<file path="src/rtl/pipe_addsub_pkg.sv">
// Shared types and operand decode for the pipelined add/subtract unit.
package pipe_addsub_pkg;

    typedef enum logic [1:0] {
        OP_ADD = 2'b00,
        OP_SUB = 2'b01,
        OP_ADC = 2'b10,
        OP_SBC = 2'b11
    } addsub_op_t;

    // Operand conditioning applied when a beat is accepted.
    typedef struct packed {
        logic b_inv;  // feed ~B into the adder (subtract forms)
        logic cin;    // carry into slice 0
    } op_ctl_t;

    // Subtract is A + ~B + 1; SBC replaces the +1 with the caller's carry,
    // so CarryIn=1 means "no borrow pending".
    function automatic op_ctl_t decode_op(input addsub_op_t op, input logic carry_in);
        op_ctl_t ctl;
        ctl.b_inv = (op == OP_SUB) || (op == OP_SBC);
        case (op)
            OP_ADD:  ctl.cin = 1'b0;
            OP_SUB:  ctl.cin = 1'b1;
            default: ctl.cin = carry_in;
        endcase
        return ctl;
    endfunction

endpackage

</file>
<file path="src/rtl/addsub_slice.sv">
// Combinational SLICE-bit carry-lookahead adder slice.
module addsub_slice #(
    parameter int SLICE = 4
) (
    input  logic [SLICE-1:0] A,
    input  logic [SLICE-1:0] B,
    input  logic             Cin,
    output logic [SLICE-1:0] S,
    output logic             Cout,
    output logic             C_msb
);

    logic [SLICE-1:0] g;
    logic [SLICE-1:0] p;
    logic [SLICE:0]   gx;
    logic [SLICE:0]   c;
    logic             term;

    assign g  = A & B;
    assign p  = A ^ B;
    // gx[0] is the incoming carry treated as a generate below bit 0.
    assign gx = {g, Cin};

    // Each carry is a flat sum of products: some bit j generates and every
    // bit from j up to i propagates. No carry depends on a lower carry.
    always_comb begin
        c    = '0;
        term = 1'b0;
        c[0] = Cin;
        for (int i = 0; i < SLICE; i++) begin
            for (int j = 0; j <= i + 1; j++) begin
                term = gx[j];
                for (int m = j; m <= i; m++) begin
                    term = term & p[m];
                end
                c[i+1] = c[i+1] | term;
            end
        end
    end

    assign S     = p ^ c[SLICE-1:0];
    assign Cout  = c[SLICE];
    assign C_msb = c[SLICE-1];

endmodule

</file>
<file path="src/rtl/pipe_addsub.sv">
// Pipelined add/subtract: one lookahead slice per stage, carry registered
// between stages, valid/ready handshake with bubble collapse.
module pipe_addsub
    import pipe_addsub_pkg::*;
#(
    parameter int WIDTH = 16,
    parameter int SLICE = 4
) (
    input  logic             MasterClock,
    input  logic             Reset,
    input  logic             InValid,
    output logic             InReady,
    input  logic [WIDTH-1:0] A,
    input  logic [WIDTH-1:0] B,
    input  logic [1:0]       Op,
    input  logic             CarryIn,
    output logic             OutValid,
    input  logic             OutReady,
    output logic [WIDTH-1:0] Sum,
    output logic             CarryOut,
    output logic             Overflow,
    output logic             Zero
);

    localparam int NSTAGE = WIDTH / SLICE;

    // Stage registers. a/b carry the not-yet-consumed upper slices forward;
    // c_q[k] is the carry into slice k+1 (CarryOut for the last stage).
    logic [NSTAGE-1:0] v_q, v_d;
    logic [NSTAGE-1:0] c_q, c_d;
    logic [WIDTH-1:0]  sum_q [NSTAGE];
    logic [WIDTH-1:0]  sum_d [NSTAGE];
    logic [WIDTH-1:0]  a_q   [NSTAGE];
    logic [WIDTH-1:0]  a_d   [NSTAGE];
    logic [WIDTH-1:0]  b_q   [NSTAGE];
    logic [WIDTH-1:0]  b_d   [NSTAGE];
    logic              zero_q, zero_d;
    logic              ovf_q, ovf_d;

    // What each stage would load: ports for stage 0, previous stage otherwise.
    logic [NSTAGE-1:0] src_v;
    logic [NSTAGE-1:0] src_c;
    logic [WIDTH-1:0]  src_sum [NSTAGE];
    logic [WIDTH-1:0]  src_a   [NSTAGE];
    logic [WIDTH-1:0]  src_b   [NSTAGE];

    logic [SLICE-1:0]  slice_s    [NSTAGE];
    logic [NSTAGE-1:0] slice_cout;
    logic              slice_cmsb [NSTAGE];

    op_ctl_t           ctl;
    logic [WIDTH-1:0]  b_eff;
    logic              in_fire;
    logic [NSTAGE-1:0] adv;

    assign ctl     = decode_op(addsub_op_t'(Op), CarryIn);
    assign b_eff   = ctl.b_inv ? ~B : B;
    assign InReady = adv[0] & ~Reset;
    assign in_fire = InValid & InReady;

    // Advance chain: a stage may load if it is empty or its content moves on.
    always_comb begin
        adv           = '0;
        adv[NSTAGE-1] = ~v_q[NSTAGE-1] | OutReady;
        for (int k = NSTAGE - 2; k >= 0; k--) begin
            adv[k] = ~v_q[k] | adv[k+1];
        end
    end

    for (genvar gi = 0; gi < NSTAGE; gi++) begin : g_stage
        if (gi == 0) begin : g_head
            assign src_v[gi]   = in_fire;
            assign src_c[gi]   = ctl.cin;
            assign src_sum[gi] = '0;
            assign src_a[gi]   = A;
            assign src_b[gi]   = b_eff;
        end else begin : g_body
            assign src_v[gi]   = v_q[gi-1];
            assign src_c[gi]   = c_q[gi-1];
            assign src_sum[gi] = sum_q[gi-1];
            assign src_a[gi]   = a_q[gi-1];
            assign src_b[gi]   = b_q[gi-1];
        end

        addsub_slice #(
            .SLICE (SLICE)
        ) u_slice (
            .A     (src_a[gi][gi*SLICE +: SLICE]),
            .B     (src_b[gi][gi*SLICE +: SLICE]),
            .Cin   (src_c[gi]),
            .S     (slice_s[gi]),
            .Cout  (slice_cout[gi]),
            .C_msb (slice_cmsb[gi])
        );
    end

    // Next-state: advancing stages take upstream content plus their own slice.
    always_comb begin
        for (int k = 0; k < NSTAGE; k++) begin
            v_d[k]   = v_q[k];
            c_d[k]   = c_q[k];
            sum_d[k] = sum_q[k];
            a_d[k]   = a_q[k];
            b_d[k]   = b_q[k];
            if (adv[k]) begin
                v_d[k]                      = src_v[k];
                c_d[k]                      = slice_cout[k];
                sum_d[k]                    = src_sum[k];
                sum_d[k][k*SLICE +: SLICE]  = slice_s[k];
                a_d[k]                      = src_a[k];
                b_d[k]                      = src_b[k];
            end
        end
        zero_d = zero_q;
        ovf_d  = ovf_q;
        if (adv[NSTAGE-1]) begin
            zero_d = ~|sum_d[NSTAGE-1];
            ovf_d  = slice_cmsb[NSTAGE-1] ^ slice_cout[NSTAGE-1];
        end
    end

    // Stage register bank; reset discards everything in flight.
    always_ff @(posedge MasterClock) begin
        if (Reset) begin
            v_q    <= '0;
            c_q    <= '0;
            zero_q <= 1'b0;
            ovf_q  <= 1'b0;
            for (int k = 0; k < NSTAGE; k++) begin
                sum_q[k] <= '0;
                a_q[k]   <= '0;
                b_q[k]   <= '0;
            end
        end else begin
            v_q    <= v_d;
            c_q    <= c_d;
            zero_q <= zero_d;
            ovf_q  <= ovf_d;
            for (int k = 0; k < NSTAGE; k++) begin
                sum_q[k] <= sum_d[k];
                a_q[k]   <= a_d[k];
                b_q[k]   <= b_d[k];
            end
        end
    end

    assign OutValid = v_q[NSTAGE-1];
    assign Sum      = sum_q[NSTAGE-1];
    assign CarryOut = c_q[NSTAGE-1];
    assign Overflow = ovf_q;
    assign Zero     = zero_q;

endmodule

</file>
<file path="config.mk">
export PLATFORM = sky130hd
export DESIGN_NAME = pipe_addsub
export DESIGN_NICKNAME = d
export VERILOG_FILES = /design/src/rtl/pipe_addsub_pkg.sv /design/src/rtl/addsub_slice.sv /design/src/rtl/pipe_addsub.sv
export SDC_FILE = /design/constraint.sdc
export NUM_CORES = 1
export LEC_CHECK = 0
export BUFFER_PORTS_ARGS = -buffer_cell sky130_fd_sc_hd__buf_2
export CAP_MARGIN = 20
export CORE_ASPECT_RATIO = 2
export CORE_MARGIN = 2
export CORE_UTILIZATION = 41
export CTS_CLUSTER_SIZE = 20
export DETAILED_ROUTE_END_ITERATION = 7
export GPL_ROUTABILITY_DRIVEN = 0
export SLEW_MARGIN = 15
export SYNTH_ARGS = -nofsm -noshare
export SYNTH_HDL_FRONTEND = slang
export SYNTH_SLANG_ARGS = --single-unit
</file>
<file path="constraint.sdc">
create_clock -name MasterClock -period 2.2 [get_ports MasterClock]
set_input_delay 0.22 -clock MasterClock [delete_from_list [all_inputs] [get_ports MasterClock]]
set_output_delay 0.22 -clock MasterClock [all_outputs]
set_load 0.1 [all_outputs]
</file>
# Yosys cells after proc, flatten, opt, wreduce, memory -nomap -nowiden
# Memory sizes are Yosys's and may differ from the RTL's.
# Index checks and enable logic that the tools add are counted.
# W data, S select, Z words.
# word_totals
mem_count	3
wordCells	167
ram_bits	192
reg_bits	10
output_inout_bits	21
in_bits	39
# mem_list
memory	depth	width	rd	rd_ports_with_merged_regs	wr	line_no	source
a_q	4	16	3	0	4	pipe_addsub.sv:33	logic [WIDTH-1:0] a_q [NSTAGE];
b_q	4	16	3	0	4	pipe_addsub.sv:35	logic [WIDTH-1:0] b_q [NSTAGE];
sum_q	4	16	4	0	4	pipe_addsub.sv:31	logic [WIDTH-1:0] sum_q [NSTAGE];
# op_classes
reduce_logical	5
bitwise_logic	117
n_eq_ne	3
muxes	29
# op_table
op	n
$mux W16	25
$or A1 B1 Y1	56
$and A1 B1 Y1	42
$xor A4 B4 Y4	8
$and A4 B4 Y4	4
$not A16 Y16	1
$reduce_or A16 Y1	1
$not A1 Y1	5
$mux W1	3
$eq A2 B1 Y1 const B	1
$eq A2 B2 Y1 const B	1
$logic_not A2 Y1	1
$pmux W1 S2	1
$reduce_and A2 Y1	1
$logic_not A1 Y1	1
$logic_or A1 B1 Y1	1
$ne A1 B1 Y1 const B	1
$xor A1 B1 Y1	1

# Logic depth before layout (Yosys ltp)
# Gate-level depths: netlist (run 1).
# depth
depth_word	13
mapped_depth	9
depth_no_buf	7

# Modules after synthesis
# A second synthesis (run 1) with hierarchy kept.
# hier_totals
cells_unflattened	515
hier_area_um2	4408.0
# by_module_without_submodules
module	cells_per_inst	area_each_um2	instances	seq_area_each_um2
pipe_addsub	455	3773.6	1	1961.9
addsub_slice (g_stage[0].u_slice ...)	15	162.7	3	0.0
addsub_slice (g_stage[3].u_slice)	15	146.4	1	0.0

# Worst setup path before layout (run 1)
# No wires, ideal clock.
# synth_path
path_type	register -> register
from	reg v_q[3]
to	mem sum_q[0][3]
path_stages_with_launch	6
required_time_ns	2.121
setup_time_ns	0.079
setup_slack_ns	-0.967
arrival_time_ns	3.088
n_path_buf	1
synth_period_minus_slack_ns	3.167
cell_sequence	dfxtp_1 > and4b_4 > buf_2 > a21oi_1 > o31ai_1 > o21ai_0
# synth_lines
element	line_no	source
from (decl)	pipe_addsub.sv:29	logic [NSTAGE-1:0] v_q, v_d;
from (signal assigned)	pipe_addsub.sv:135	v_q <= v_d;
to (decl)	pipe_addsub.sv:31	

# Worst setup path in the final report (run 1)
# layout_path
from	reg v_q[3]
to	out InReady
# layout_via
elab_chain_len	6
# layout_rtl
element	line_no	source
$not A1 Y1	pipe_addsub.sv:64	adv[NSTAGE-1] = ~v_q[NSTAGE-1] | OutReady;
$or A1 B1 Y1	pipe_addsub.sv:64	
$or A1 B1 Y1 (3 in series)	pipe_addsub.sv:66	adv[k] = ~v_q[k] | adv[k+1];
$and A1 B1 Y1	pipe_addsub.sv:58	assign InReady = adv[0] & ~Reset;
to (decl)	pipe_addsub.sv:12	output logic InReady,
# No other way between the ends.

==> results_dict.tcl, run 1 <==
set metrics [dict create \
    core_um2 10000 \
    finalCritPeriodShare_pct 86.3 \
    criticalPathCategory "reg -> out" \
    layout_common_cells "133 x nand2_1, 98 x dfxtp_1, 68 x a21oi_1" \
    netlist_area_um2 4160 \
    finClkSkew_ns 0.00541 \
    drtIter0Drc 100 \
    cp_num_buf_inv 1 \
    num_antenna_cells 0 \
    fin_tns_setup_ns 0 \
    relSlewSlack_pct 44.6 \
    finalMaxSlewViolations 0 \
    postCtsHoldBufs 0 \
    ys_warn_count 0 \
    grt_pass1_vias 3108 \
    drc 0 \
    period_minus_slack_ns 1.90 \
    netlist_instances 496 \
    path_cells "and4b_4 > a21oi_4 > buf_2" \
    maxCapViolations 0 \
    nNetsFinal 606 \
    initial_core_util_pct 41.5 \
    syn_to_final_growth_pct 17.0 \
    avgSynthCellArea_um2 8.38 \
    fin_cells 683 \
    grt_first_pass_wirelength_mm 14.0 \
    clock_path_buffers 2 \
    antenna_found_initial 0 \
    max_freq_ghz 0.526 \
    die_h_um 146 \
    vias 3328 \
    end_kind "output pin" \
    power.total_mw 3.90 \
    stdcell_area_um2 4860 \
    ys_ff_latch 98 \
    via_per_inst 4.87 \
    critical_path.top_delay_family "simple AND/OR/NAND/NOR gates" \
    status "complete, no violations" \
    portBuffers 59 \
    p_per_area_nw_per_um2 802 \
    postCtsSetupRepairBufs 0 \
    crit_fanout 31 \
    crit_required_ns 1.98 \
    fp-row-count 52 \
    dieWidth_um 75.2 \
    worst_slack_ns 0.301 \
    placed_cells 667 \
    whs_ns 0.111 \
    leakage_nw 2.07 \
    clk_latency_ns 0.33 \
    cts_tree "done" \
    wl_mm 8.26 \
    hpwl_mm 6.19 \
    clock-root-buffer "clkbuf_16" \
    htree_levels 3 \
    startpoint_type "flip-flop" \
    setup_viol 0 \
    cts.sinks 98 \
    synth.yosys.seq_area_share_pct 47.2 \
    hold_viol_final 0 \
    cts-resized-gates 0 \
    io_pins 60 \
    grt_overflow 0 \
    min_path_type "in -> reg" \
    placed_area_um2 4570 \
    fillers 1054 \
    rr_startpoint "b_q[0][4]" \
    min-delay-start "InValid" \
    grt_max_degree 35 \
    cp_slowest_cell "and4b_4" \
    syn_nets 559 \
    worstPathArrival_ns 1.68 \
    clkTransAtPathRegs_ns 0.06 \
    layout.cells.most_common "nand2_1" \
    rsz0062_at_grt "no" \
    grt.total_usage_pct 16.2 \
    timing.critical_path.from "v_q[3]" \
    synth_cell_types 37 \
    cpPeakStageDelay_ns 0.53 \
    worstMarginPinSlew_ns 0.831 \
    ant_nets 0 \
    place_ws_ns 0.162 \
    drive_gt1_share_pct 16.1 \
    cts_made_buffers 9 \
    wl_per_cell_um 12.1 \
    final_util_pct 48.5 \
    die-area_um2 11000 \
    drtPass1Iterations 6 \
    ir_worst_vdd_v 0.000415 \
]
## path summary, 6_finish.rpt
kind / endpoint / slack [ns] / depth (start not counted)
setup / recovery: InReady / 0.30 / 3
hold / removal: v_q[0] / 0.11 / 3
setup reg to reg: sum_q[1][7] / 0.35 / 6
hold reg to reg: sum_q[3][8] / 0.44 / 2
## metal layers
| metal | wire [um] | global-route usage, % | up-vias |
|---|---|---|---|
| li1 | - | - | 1750 |
| met1 | 3360 | 18.2 | 1522 |
| met2 | 4540 | 29.5 | 49 |
| met3 | 220 | 2.07 | 7 |
| met4 | 140 | 6.32 | 0 |
| met5 | 0 | 0 | - |
## logic make-up (layout without fill, tap and decap cells)
logic type | Yosys count | in the layout | share of synthesized area [%]
DFF | 98 | 98 | 47.2
adders and majority gates | 24 | 24 | 7.95
muxes | 2 | 2 | 0.512
buffers and inverters | 40 | 92 | 4.16
and+or+nand+nor | 201 | 201 | 20.4
xor gates and xnor gates | 21 | 21 | 4.43
AOI/OAI and AO/OA | 110 | 110 | 15.3
## tightest hold or removal path: cells and delay by family
family / cells / cell delay [ns]
buffers and inverters: 1 / 0.08
and+or+nand+nor: 2 / 0.10
## Yosys cell counts
| library cell | number | area share (%) |
|---|---|---|
| xor2_1 | 6 | 1.3 |
| a21oi_1 | 69 | 8.3 |
| buf_1 | 3 | 0.27 |
| o31a_1 | 1 | 0.21 |
| and3b_1 | 1 | 0.21 |
| nand2_1 | 133 | 12 |
| or4_1 | 2 | 0.36 |
| a221oi_1 | 1 | 0.21 |
| ha_1 | 20 | 6.0 |
| o31ai_1 | 2 | 0.36 |
| o21a_1 | 6 | 1.1 |
| inv_1 | 8 | 0.72 |
| a22oi_1 | 1 | 0.18 |
| mux2i_1 | 1 | 0.24 |
| nand3b_1 | 4 | 0.72 |
| nand3_1 | 5 | 0.60 |
| buf_2 | 12 | 1.4 |
| buf_6 | 1 | 0.27 |
| fa_1 | 4 | 1.9 |
| mux2_2 | 1 | 0.27 |
| nor2_1 | 35 | 3.2 |
| nor4_1 | 2 | 0.30 |
| a21boi_0 | 1 | 0.18 |
| and2_4 | 1 | 0.21 |
| nor2b_1 | 2 | 0.30 |
| dfxtp_1 | 98 | 47 |
| nor3b_1 | 2 | 0.36 |
| nor3_1 | 5 | 0.60 |
| a211oi_1 | 19 | 3.4 |
| clkbuf_1 | 16 | 1.4 |
| and4b_4 | 1 | 0.33 |
| or3_1 | 4 | 0.60 |
| o21ai_0 | 8 | 0.96 |
| nand2b_1 | 3 | 0.45 |
| a21o_1 | 2 | 0.36 |
| nor4b_1 | 1 | 0.21 |
| xnor2_1 | 15 | 3.2 |
## report_power, final
group | internal, mW | total [mW] | switching [mW]
clock | 0.832 | 1.48 | 0.651
combinational | 0.176 | 0.463 | 0.286
sequential | 1.88 | 1.95 | 0.0646
## state kept, by name, indices dropped and copies added, names as in the netlist
signal and cells:
a_q 24, sum_q 40, v_q 4, Overflow 1, c_q 4, Zero 1, b_q 24
## layout make-up
class	count	area [um2]	area share (%)
flip-flops and latches	98	1960	40.4
clock buffers	11	253	5.20
inverters	8	30.0	0.618
repair buffers	68	375	7.72
clock inverters	5	38.8	0.798
multi-input cells	358	2030	41.8
well taps	135	169	3.48
No activity file was read; power rests on OpenSTA's default activity.
==> run 2: changes to the inputs <==
Clock period 2.2 ns to 1.86 ns, I/O delays scaled along.
==> run 2 against run 1 <==
Wire length increased by 3.0%. Global-route usage rose by 0.59 points. Clock skew down 0.0012 ns. First-iteration DRC count grew 4.0%. Critical path type is now reg -> reg. Combinational power increased by 22%. Largest power group unchanged. Critical path depth grew 3. Die area unchanged.
==> results_dict.tcl, run 2 (synthesized netlist as in run 1, its figures left out) <==
set metrics [dict create \
    cp_num_buf_inv 0 \
    initial_core_util_pct 41.5 \
    drive_gt1_share_pct 19.3 \
    dieWidth_um 75.2 \
    max_flop_register "sum_q" \
    num_antenna_cells 0 \
    worst_slack_ns 0.0451 \
    setup_viol 0 \
    criticalPathCategory "reg -> reg" \
    rsz0062_at_grt "yes" \
    wl_mm 8.51 \
    whs_path_depth 3 \
    max_freq_ghz 0.551 \
    largest_register_ffs 40 \
    io_pins 60 \
    via_per_inst 4.89 \
    period_minus_slack_ns 1.81 \
    finClkSkew_ns 0.00419 \
    layout_common_cells "133 x nand2_1, 91 x dfxtp_1, 68 x a21oi_1" \
    crit_top_cell "o21a_1" \
    p_sw_mw 1.23 \
    clk_latency_ns 0.34 \
    p_per_area_nw_per_um2 951 \
    grt_first_pass_wirelength_mm 14.5 \
    ant_nets 0 \
    critical_path.top_delay_family "simple AND/OR/NAND/NOR gates" \
    maxCapViolations 0 \
    cts.sinks 98 \
    layout.cells.most_common "nand2_1" \
    hold_viol_final 0 \
    path_cells "ha_4 > ha_1 > o21a_1 > o21a_1 > or4_1 > nand3_1" \
    pwr-share-comb_pct 11.9 \
    drtIter0Drc 104 \
    leakage_nw 2.11 \
    swShare_pct 26.0 \
    r2r_cells 6 \
    end_kind "flip-flop" \
    finalCritPeriodShare_pct 97.6 \
    grt.total_usage_pct 16.8 \
    clock_path_buffers 2 \
    finalMaxSlewViolations 0 \
    syn_to_final_growth_pct 19.7 \
    cts_made_buffers 9 \
    grt_pass1_vias 3310 \
    fp-row-count 52 \
    final_util_pct 49.6 \
    internal-power_mw 3.50 \
    clock-root-buffer "clkbuf_16" \
    cts_tree "done" \
    drc 0 \
    cp_slowest_cell "or4_1" \
    cpPeakStageDelay_ns 0.47 \
    ir_worst_vdd_v 0.000407 \
    nNetsFinal 613 \
    fin_tns_setup_ns 0 \
    top_regs "sum_q: 40 flops, a_q: 24 flops, b_q: 24 flops" \
    worstPathArrival_ns 2.10 \
    vias 3372 \
    antenna_found_initial 0 \
    crit_required_ns 2.15 \
    startpoint_type "flip-flop" \
    hpwl_mm 6.35 \
    grt_overflow 0 \
    stdcell_area_um2 4970 \
    fillers 1045 \
    crit_fanout 4 \
    grt_max_degree 35 \
    placed_area_um2 4620 \
    clockPowerShare_pct 39.3 \
    drtPass1Iterations 4 \
    status "complete, no violations" \
    min_path_type "in -> reg" \
    die_h_um 146 \
    core_um2 10000 \
    wl_per_cell_um 12.3 \
    worstMarginPinSlew_ns 0.644 \
    relSlewSlack_pct 57.0 \
    die-area_um2 11000 \
    portBuffers 59 \
    place_ws_ns 0.0244 \
    clkTransAtPathRegs_ns 0.07 \
    htree_levels 3 \
    seqPwrFrac_pct 48.8 \
    critical_path_depth 6 \
]
-- run 2: cell types whose count changed in the layout (fill, tap and decap cells not counted), moves of 3 or more --
| cell | before | now |
|---|---|---|
| buf_4 | 8 | 15 |
| dfxtp_1 | 98 | 91 |
| dfxtp_2 | 0 | 3 |
| dfxtp_4 | 0 | 4 |
-- run 2: timing repair --
item                       in CTS  in global routing
hold buffers                    0                  0
gates resized for setup         2                 13
pin swaps                       0                  5
buffers inserted                0                  1
setup endpoints to repair       1                  7
gates cloned                    0                  0
-- run 2: area by class of cell --
type,instances,area (um2),area share [%]
Tap cell,135,169,3.40
Clock inverter,7,75.1,1.51
Multi-Input combinational cell,358,2070,41.5
Timing Repair Buffer,75,428,8.60
Sequential cell,98,1980,39.8
Inverter,8,30.0,0.604
Clock buffer,9,225,4.53
-- run 2: metrics by stage --
step	hold WS, ns	instances	total power [mW]
after floorplan	0.307	496	2.76
after detailed placement	0.434	673	2.92
final	0.0797	690	4.73
after global placement	0.420	673	2.90
after CTS	0.0696	689	4.78
after global routing	0.0824	690	4.94
-- run 2: power by group through the flow --
stage / clock network, mW / logic (mW) / registers, mW
2_1_floorplan: 0 / 0.302 / 2.46
3_3_place_gp: 0 / 0.548 / 2.35
3_5_place_dp: 0 / 0.560 / 2.35
4_1_cts: 1.91 / 0.565 / 2.31
5_1_grt: 1.99 / 0.627 / 2.32
6_report: 1.86 / 0.563 / 2.31
-- run 2: worst paths after layout --
check,slack [ns],start,to
worst max-delay path,0.05,b_q[0][4],sum_q[1][7]
worst min-delay path,0.08,A[14],a_q[0][14]
worst max register to register,0.05,b_q[0][4],sum_q[1][7]
worst min register to register,0.45,sum_q[3][6],sum_q[3][6]
-- run 2: tightest hold or removal path: cells and delay by family --
kind | cells | cell delay [ns]
buf+inv | 1 | 0.09
compound gates | 1 | 0.05
simple gates | 1 | 0.04
-- run 2: layer usage --
| layer | global-route usage [%] | wire [um] |
|---|---|---|
| met1 | 17.6 | 3430 |
| met2 | 30.6 | 4620 |
| met3 | 2.69 | 221 |
| met4 | 8.25 | 233 |
| met5 | 0 | 0 |
==> run 3: changes to the inputs <==
--- a/config.mk
+++ b/config.mk
@@ -8,5 +8,5 @@
 export BUFFER_PORTS_ARGS = -buffer_cell sky130_fd_sc_hd__buf_2
 export CAP_MARGIN = 20
-export CORE_ASPECT_RATIO = 2
+export CORE_ASPECT_RATIO = 1.4
 export CORE_MARGIN = 2
 export CORE_UTILIZATION = 41
==> constraint.sdc (replaced) <==
create_clock -name MasterClock -period 1.86 [get_ports MasterClock]
set_input_delay 0 -clock MasterClock [delete_from_list [all_inputs] [get_ports MasterClock]]
set_output_delay 0 -clock MasterClock [all_outputs]
set_load 0.1 [all_outputs]
==> run 3 against run 2 <==
Final cell count rose by 3.6%. Power up 0.20%. Utilization grew 3.1 points. Fmax rose by 1.3%. Combinational power is 6.7% higher. Die area down 0.34%.
==> results_dict.tcl, run 3 (synthesized netlist as in run 1, its figures left out) <==
set metrics [dict create \
    fin_tns_setup_ns 0 \
    clk_latency_ns 0.34 \
    hold_viol_final 0 \
    use_met1_pct 21.1 \
    worstPathArrival_ns 2.03 \
    dieWidth_um 89.1 \
    largest_register_ffs 40 \
    htree_levels 3 \
    finClkSkew_ns 0.00511 \
    grt.total_usage_pct 16.7 \
    setup_viol 0 \
    cts.sinks 98 \
    syn_to_final_growth_pct 25.7 \
    drtIter0Drc 127 \
    min_path_type "in -> reg" \
    drc 0 \
    grtUsageMet3_pct 3.00 \
    io_pins 60 \
    leakage_nw 2.21 \
    end_kind "flip-flop" \
    layout.cells.most_common "nand2_1" \
    drtPass1Iterations 4 \
    wl_per_cell_um 12.0 \
    drive_gt1_share_pct 18.3 \
    timing.critical_path.from "a_q[0][44]" \
    grt_pass1_vias 3173 \
    initial_core_util_pct 42.0 \
    busiest_layer "met2" \
    fillers 980 \
    rsz0062_at_grt "yes" \
    cts_tree "done" \
    min-delay-start "A[3]" \
    antenna_found_initial 0 \
    met2_usage_pct 27.5 \
    crit_fanout 3 \
    grt_first_pass_wirelength_mm 14.3 \
    clkTransAtPathRegs_ns 0.07 \
    placed_cells 673 \
    power.total_mw 4.74 \
    die-area_um2 11000 \
    die_h_um 123 \
    finalCritPeriodShare_pct 96.4 \
    status "complete, no violations" \
    hpwl_mm 6.07 \
    whs_ns 0.0286 \
    worstMarginPinSlew_ns 0.732 \
    rr_startpoint "a_q[0][44]" \
    relSlewSlack_pct 51.2 \
    cts_made_buffers 9 \
    layout_common_cells "133 x nand2_1, 94 x dfxtp_1, 68 x a21oi_1" \
    whs_path_depth 3 \
    crit_required_ns 2.10 \
    ant_nets 0 \
    worst_r2r_endpoint "sum_q[3][15]" \
    grt_max_degree 39 \
    vias 3462 \
    r2r_cells 6 \
    rrSetupSlack_ns 0.07 \
    top_regs "sum_q: 40 flops, a_q: 24 flops, b_q: 24 flops" \
    max_freq_ghz 0.558 \
    clock-root-buffer "clkbuf_16" \
    maxCapViolations 0 \
    p_per_area_nw_per_um2 908 \
    finalMaxSlewViolations 0 \
    ir_worst_vdd_v 0.000474 \
    min_to "c_q[0]" \
    num_antenna_cells 0 \
    period_minus_slack_ns 1.79 \
    portBuffers 59 \
    nNetsFinal 638 \
    criticalPathCategory "reg -> reg" \
    wl_mm 8.56 \
    grt_overflow 0 \
    max_flop_register "sum_q" \
    fp-row-count 43 \
    fin_cells 715 \
    core_um2 9900 \
    startpoint_type "flip-flop" \
    clock_path_buffers 2 \
    via_per_inst 4.84 \
]
-- run 3: cell types whose count changed in the layout (fill, tap and decap cells not counted), sizes merged --
cell	previous run	this run
clkbuf	9	10
clkinvlp	1	0
dlygate4sd3	0	25
clkinv	2	4
inv	11	9
-- run 3: report_power, final --
group | total [mW] | switching [mW] | internal [mW]
Clock | 1.83 | 0.786 | 1.05
Combinational | 0.601 | 0.350 | 0.252
Sequential | 2.31 | 0.0778 | 2.23
Total | 4.74 | 1.21 | 3.53
-- run 3: what timing repair did --
action,4_1_cts,5_1_grt
gates resized for setup,0,11
endpoints found under the setup margin,0,6
setup buffers,0,1
endpoints found under the hold margin,25,0
hold buffers,25,0
-- run 3: metal layers --
layer	routed length (um)	vias up
met3	250	10
met4	167	0
met5	0	-
li1	-	1812
met2	4100	62
met1	4050	1578
-- run 3: how the worst max path moves through the flow --
stage                     slack (ns)  depth (start not counted)            to
after floorplan                 0.05                          9        c_q[0]
after global placement          0.08                          6  sum_q[2][11]
after detailed placement        0.01                          6        c_q[3]
after CTS                       0.01                          6        c_q[3]
after global routing           -0.03                          6        c_q[3]
final                           0.07                          6  sum_q[3][15]
-- run 3: layout make-up --
type | instances | area [um2] | share of cell area, %
clock buffers | 10 | 229 | 4.38
clock inverters | 6 | 66.3 | 1.27
inverters | 8 | 30.0 | 0.575
multi-input cells | 358 | 2080 | 39.8
flip-flops and latches | 98 | 1970 | 37.7
well taps | 135 | 169 | 3.23
repair buffers | 100 | 678 | 13.0
-- run 3: stage by stage --
stage	setup slack, ns	instance area, um2	util (%)
6_report	0.0678	5220	52.8
3_3_place_gp	0.0797	4620	46.6
2_1_floorplan	0.0472	4170	-
4_1_cts	0.0147	5160	52.1
5_1_grt	-0.0324	5220	52.8
3_5_place_dp	0.0136	4620	46.6
-- run 3: worst max-delay path, stage by stage (launching register included) --
cell and delay [ns]:
dfxtp_2 0.33, ha_1 0.30, ha_2 0.18, or3_4 0.33, a21o_4 0.25, xor2_2 0.15, a21o_1 0.15
